<file path="src/rtl/sra_pkg.sv">
// Shared definitions for the sra_accumulator block: FSM state encoding,
// default parameter values and the counter-width helper.
package sra_pkg;

    typedef enum logic {
        ACCUM = 1'b0,
        HOLD  = 1'b1
    } state_t;

    localparam int DEF_WIDTH     = 10;
    localparam int DEF_BEATS     = 8;
    localparam int DEF_ACC_WIDTH = 16;

    // Number of bits needed to encode values 0..value-1.
    function automatic int clog2(input int value);
        int r;
        int v;
        r = 0;
        v = value - 1;
        while (v > 0) begin
            r = r + 1;
            v = v >> 1;
        end
        return r;
    endfunction

endpackage

</file>
<file path="src/rtl/sra_acc_addsat.sv">
// Combinational accumulator adder. With SRA_ACC_SATURATE_EN defined the sum
// clamps to all-ones on carry-out and the overflow is reported; otherwise
// the sum wraps modulo 2^ACC_WIDTH and no overflow port exists.
module sra_acc_addsat #(
    parameter int ACC_WIDTH = 16
) (
    input  logic [ACC_WIDTH-1:0] i_a,
    input  logic [ACC_WIDTH-1:0] i_b,
`ifdef SRA_ACC_SATURATE_EN
    output logic                 o_ovf,
`endif
    output logic [ACC_WIDTH-1:0] o_sum
);

`ifdef SRA_ACC_SATURATE_EN
    logic [ACC_WIDTH:0] w_full;

    assign w_full = {1'b0, i_a} + {1'b0, i_b};
    assign o_ovf  = w_full[ACC_WIDTH];
    assign o_sum  = w_full[ACC_WIDTH] ? {ACC_WIDTH{1'b1}} : w_full[ACC_WIDTH-1:0];
`else
    assign o_sum  = i_a + i_b;
`endif

endmodule

</file>
<file path="src/rtl/sra_accumulator.sv">
// Block accumulator for carry-select adder results. Sums {c_out, s} beats
// until BEATS are taken or in_last closes the block, then holds the total on
// a valid/ready port. Optional macro SRA_ACC_SATURATE_EN enables saturation
// with a sticky out_sat flag; without it the sum wraps and out_sat is 0.
module sra_accumulator
    import sra_pkg::*;
#(
    parameter  int WIDTH     = DEF_WIDTH,
    parameter  int BEATS     = DEF_BEATS,
    parameter  int ACC_WIDTH = DEF_ACC_WIDTH,
    localparam int CNT_WIDTH = clog2(BEATS + 1)
) (
    input  logic                 clk,
    input  logic                 rst_n,
    input  logic                 clear,
    input  logic                 in_valid,
    output logic                 in_ready,
    input  logic [WIDTH-1:0]     in_s,
    input  logic                 in_c_out,
    input  logic                 in_last,
    output logic                 out_valid,
    input  logic                 out_ready,
    output logic [ACC_WIDTH-1:0] out_sum,
    output logic [CNT_WIDTH-1:0] out_count,
    output logic                 out_sat
);

    state_t               r_state;
    state_t               w_state_nxt;
    logic [ACC_WIDTH-1:0] r_acc;
    logic [ACC_WIDTH-1:0] w_beat;
    logic [ACC_WIDTH-1:0] w_sum;
    logic [CNT_WIDTH-1:0] r_cnt;
    logic [CNT_WIDTH-1:0] w_cnt_inc;
    logic                 w_accept;
    logic                 w_close;
    logic                 w_consume;

    // Handshakes are decoded from registered state only, so out_ready never
    // reaches in_ready combinationally.
    assign in_ready  = (r_state == ACCUM);
    assign out_valid = (r_state == HOLD);
    assign w_accept  = in_valid && in_ready;
    assign w_consume = out_valid && out_ready;
    assign w_cnt_inc = r_cnt + CNT_WIDTH'(1);
    assign w_close   = (w_cnt_inc == CNT_WIDTH'(BEATS)) || in_last;

    // Zero-extend the adder result (carry-out is the top bit of the beat).
    always_comb begin
        w_beat            = '0;
        w_beat[WIDTH:0]   = {in_c_out, in_s};
    end

`ifdef SRA_ACC_SATURATE_EN
    logic w_ovf;
    logic r_sat;
`endif

    sra_acc_addsat #(
        .ACC_WIDTH(ACC_WIDTH)
    ) u_addsat (
        .i_a   (r_acc),
        .i_b   (w_beat),
`ifdef SRA_ACC_SATURATE_EN
        .o_ovf (w_ovf),
`endif
        .o_sum (w_sum)
    );

    // FSM state register.
    always_ff @(posedge clk or negedge rst_n) begin
        if (!rst_n) begin
            r_state <= ACCUM;
        end else begin
            r_state <= w_state_nxt;
        end
    end

    // Next state: clear wins, otherwise close a block or release a result.
    always_comb begin
        w_state_nxt = r_state;
        if (clear) begin
            w_state_nxt = ACCUM;
        end else if (w_accept && w_close) begin
            w_state_nxt = HOLD;
        end else if (w_consume) begin
            w_state_nxt = ACCUM;
        end
    end

    // Accumulator and beat counter; both hold their final values in HOLD
    // and are reused directly as the result registers.
    always_ff @(posedge clk or negedge rst_n) begin
        if (!rst_n) begin
            r_acc <= '0;
            r_cnt <= '0;
        end else if (clear || w_consume) begin
            r_acc <= '0;
            r_cnt <= '0;
        end else if (w_accept) begin
            r_acc <= w_sum;
            r_cnt <= w_cnt_inc;
        end
    end

`ifdef SRA_ACC_SATURATE_EN
    // Sticky saturation flag for the current block.
    always_ff @(posedge clk or negedge rst_n) begin
        if (!rst_n) begin
            r_sat <= 1'b0;
        end else if (clear || w_consume) begin
            r_sat <= 1'b0;
        end else if (w_accept) begin
            r_sat <= r_sat | w_ovf;
        end
    end

    assign out_sat = r_sat;
`else
    assign out_sat = 1'b0;
`endif

    assign out_sum   = r_acc;
    assign out_count = r_cnt;

endmodule

</file>
<file path="config.mk">
export PLATFORM = sky130hd
export DESIGN_NAME = sra_accumulator
export DESIGN_NICKNAME = d
export VERILOG_FILES = /design/src/rtl/sra_pkg.sv /design/src/rtl/sra_acc_addsat.sv /design/src/rtl/sra_accumulator.sv
export SDC_FILE = /design/constraint.sdc
export NUM_CORES = 1
export LEC_CHECK = 0
export CORE_UTILIZATION = 30
export DETAILED_ROUTE_END_ITERATION = 10
export GPL_TIMING_DRIVEN = 0
export HOLD_SLACK_MARGIN = 0.15
export PLACE_DENSITY_LB_ADDON = 0.15
export SLEW_MARGIN = 20
export SYNTH_ARGS = -nofsm -noshare
export SYNTH_HDL_FRONTEND = slang
export SYNTH_SLANG_ARGS = --single-unit
</file>
<file path="constraint.sdc">
create_clock -name clk -period 3.1 [get_ports clk]
set_input_delay 0.93 -clock clk [delete_from_list [all_inputs] [get_ports clk]]
set_output_delay 0.93 -clock clk [all_outputs]
set_load 0.01 [all_outputs]
</file>
==> out/qor_table.md, run 1 <==
| Quantity | Value | Unit |
|:---|:---|:---|
| Status | completed | - |
| Highest cell delay on the worst timing path | 0.46 | ns |
| Start point of the worst min-delay path | out_sum[5] | - |
| Initial antenna violation count | 0 | - |
| Post-Syn Area | 1490 | µm² |
| Average cell area after synthesis | 9.39 | µm² |
| Gp weighted congestion | 0.732 | - |
| DP Wirelength | 2.69 | mm |
| Maximum root-to-sink buffer count | 2 | - |
| Area overhead of the layout relative to synthesis | 33.8 | % |
| Post-layout net count | 232 | - |
| Number of buffers and inverters on the critical path | 2 | - |
| Share of power burned in registers | 0.402 | - |
| Number of endpoints with negative hold slack in the final report | 0 | - |
| Largest voltage drop on the vdd net | 0.000153 | V |
| Fraction of the cycle the final worst path needs | 0.924 | - |
| Inserted Clock Buffers | 3 | - |
| Data arrival time at the worst-slack endpoint | 3.03 | ns |
| Worst slew margin relative to its limit | 0.665 | - |
| Portion of synthesized cell area occupied by the leading cell type | 0.352 | - |
| Post-Synthesis Net Count | 189 | - |
| CORE AREA | 4750 | µm² |
| Drt initial violations | 51 | - |
| Sw frac | 0.331 | - |
| Portion of total power attributed to the clock network | 0.238 | - |
| Number of rows in the core area | 25 | - |
| Capture endpoint of the worst hold path | out_sum[5] | - |
| Minimum clock period after layout | 2.87 | ns |
| I/O pin count | 40 | - |
| Category of the critical setup timing path | in2reg | - |
| Detailed Routing Iterations Pass 1 | 4 | - |
| Share of power burned in combinational logic | 0.360 | - |
| CP cell instances | clkdlybuf4s50_1 -> ha_1 -> inv_1 -> fa_1 -> nor2b_4 -> o31a_2 -> o2111ai_1 -> and3_1 -> o31ai_1 | - |
| GRT Overall Usage | 0.147 | - |
| DRC viols | 0 | - |
| Instance count of the mapped netlist | 159 | - |
| Classification of the worst-slack hold path | reg2reg | - |
| Switching component of the power | 0.000261 | W |
| Capture point of the worst reg-to-reg path | out_sum[8] | - |
| Worst-Margin Slew | 0.502 | ns |
| Total power density per cell area | 396 | nW/µm² |
| Worst clock skew on the final layout | 0.00787 | ns |
| Most used cells in the layout excluding fill and tap cells | 37 x clkdlybuf4s50_1, 23 x nand2_1, 21 x dfrtp_1 | - |
| Average vias per placed instance | 4.94 | - |
| Setup bufs post-CTS | 0 | - |
| Number of fill cells in the layout | 497 | - |
| Width of the die | 72.5 | µm |
| Synth Register Bits | 21 | - |
| Count of pins over their slew limit | 0 | - |
| Clk pin slew, worst setup/hold paths | 0.09 | ns |
| Count of hold buffers inserted by post-cts repair | 0 | - |
| WL/cell | 13.4 | µm |
| Count of final setup violators | 0 | - |
| Clock root buffer | clkbuf_8 | - |
| Startpoint type of the worst setup path | input pin | - |
| Clock tree from TritonCTS | yes | - |
| Commonest non-fill, non-tap cell in the layout | clkdlybuf4s50_1 | - |
| Number of distinct standard cells referenced by the synthesized netlist | 48 | - |
| Initial Util | 0.314 | - |
| Sink count of the clock tree | 21 | - |
| Core occupancy in the finished layout | 0.420 | - |
| Total Wirelength | 3.59 | mm |
| Layout Cell Area excl Fill | 2000 | µm² |
| Top achievable clock speed | 349 | MHz |
| Count of synthesis-stage warnings from yosys | 0 | - |
| R2r worst-path depth | 8 | - |
| Worst Setup End Kind | flip-flop | - |
| Sum of overflow across all layers after global routing | 0 | - |
| Maximum level of the CTS H-tree | 1 | - |
| Pin count of the biggest net entering global routing | 22 | - |
| RR Startpoint | out_sum[0] | - |
| RSZ-0062 raised after global routing | no | - |
| Synth area leader | dfrtp_1 | - |
| Slack of the worst reg-to-reg path | 0.97 | ns |
| Number of diodes | 0 | - |
| PostCTS Resize Cnt | 0 | - |
| Detail Route Antenna Nets | 0 | - |
| Fraction of final layout cells with drive strength greater than 1 | 0.109 | - |
| Cell count of the worst hold path | 2 | - |
| Number of synthesized flops with an enable pin | 0 | - |
| Die ar. | 5260 | µm² |
| Main area contributors after synthesis | dfrtp_1 35%, ha_1 10%, o21ai_0 6.0% | - |
| Number of maximum-capacitance violations | 0 | - |
| CP max stage cell | clkdlybuf4s50_1 | - |
| Number of global-route vias before repair | 1336 | - |
| Internal | 0.000529 | W |
| Placed inst area | 1960 | µm² |
| Skew-Pair Late Insertion Delay | 0.27 | ns |
| Required time of the critical path | 3.26 | ns |
| Leakage power total | 0.833 | nW |
| Height of the chip | 72.5 | µm |
| Critical-path maximum fanout | 5 | - |
| Worst path top cell family by delay | adder cells | - |
| Via count | 1323 | - |
| Port Buffers | 38 | - |
| Fraction of registers with async set/reset | 1.00 | - |
| Global-route wire length before repair | 6.00 | mm |
| Worst setup path start | in_s[0] | - |
| Portion of the post-synthesis area used by sequential elements | 0.352 | - |
| Primary flip-flop cell chosen by synthesis mapping | dfrtp_1 | - |
[Yosys cell counts, types with 3 or more instances]
| cell | instances |
|---|---|
| xor2_1 | 5 |
| nor2_1 | 4 |
| ha_1 | 12 |
| mux2i_1 | 5 |
| a21oi_1 | 8 |
| o21a_1 | 4 |
| a211oi_2 | 3 |
| o21ai_0 | 18 |
| a21o_1 | 3 |
| nand2b_1 | 4 |
| nand2_1 | 23 |
| inv_1 | 8 |
| dfrtp_1 | 21 |
[state kept, by name, summed over array words and instances (netlist names)]
name,cells
out_sum,16
out_valid,1
out_count,4
[worst max-delay path by stage]
stage               cells after the start           to
floorplan                               8  out_sum[10]
global placement                        9   out_sum[8]
detailed placement                      9   out_sum[8]
CTS                                     9   out_sum[8]
global route                            9   out_sum[8]
finish                                  9   out_sum[8]
[logic make-up (layout without fill, tap and decap cells)]
logic type | after synthesis | after routing | share of synthesized area
compound gates | 55 | 55 | 0.266
fa+ha+maj | 13 | 13 | 0.114
buf+inv | 13 | 55 | 0.0369
xor+xnor | 6 | 6 | 0.0352
other cells | 1 | 1 | 0.00251
flops | 21 | 21 | 0.352
simple gates | 45 | 45 | 0.160
mux | 5 | 5 | 0.0335
[metrics by stage]
stage                     hold WS, ns  setup TNS, ns  instances  worst slack [ns]  power (W)
final                           0.518              0        268             0.234   0.000791
after global routing            0.549              0        268            0.0621   0.000844
after CTS                       0.529              0        268             0.226   0.000799
after detailed placement        0.510        -0.0622        264           -0.0381   0.000611
after global placement          0.495       -0.00326        264          -0.00220   0.000607
after floorplan                 0.533              0        159             0.596   0.000497
[cell type report]
class | instances | area [µm²] | share of cell area
clock buffers | 4 | 45.0 | 0.0226
inverters | 8 | 30.0 | 0.0150
well taps | 67 | 83.8 | 0.0420
flip-flops and latches | 21 | 526 | 0.263
multi-input cells | 125 | 912 | 0.457
plain buffers | 5 | 25.0 | 0.0125
repair buffers | 38 | 375 | 0.188
[worst register-to-register path, stage by stage, from the launching register on]
cell       delay, ns
dfrtp_1         0.38
ha_1            0.22
inv_1           0.07
fa_1            0.43
nor2b_4         0.14
o31a_2          0.19
o2111ai_1       0.15
and3_1          0.22
o31ai_1         0.24
[routing by layer]
layer,vias up,wire (µm),GRT usage
met3,7,183,0.0236
met1,624,1670,0.187
li1,656,-,-
met4,0,64,0.0588
met2,36,1670,0.248
met5,-,0,0
[power groups by stage]
stage / logic, W / registers (W) / clock network (W)
after floorplan: 0.000167 / 0.000330 / 0
after global placement: 0.000285 / 0.000322 / 0
after detailed placement: 0.000287 / 0.000324 / 0
after CTS: 0.000289 / 0.000319 / 0.000191
after global routing: 0.000319 / 0.000322 / 0.000203
final: 0.000285 / 0.000318 / 0.000188
(Power assumes the default switching activity.)
==> run 2, diff against run 1 <==
- CAP_MARGIN: unset -> 10
==> results of run 2 <==
No change in the layout: final DEF, timing and power equal those of run 1.
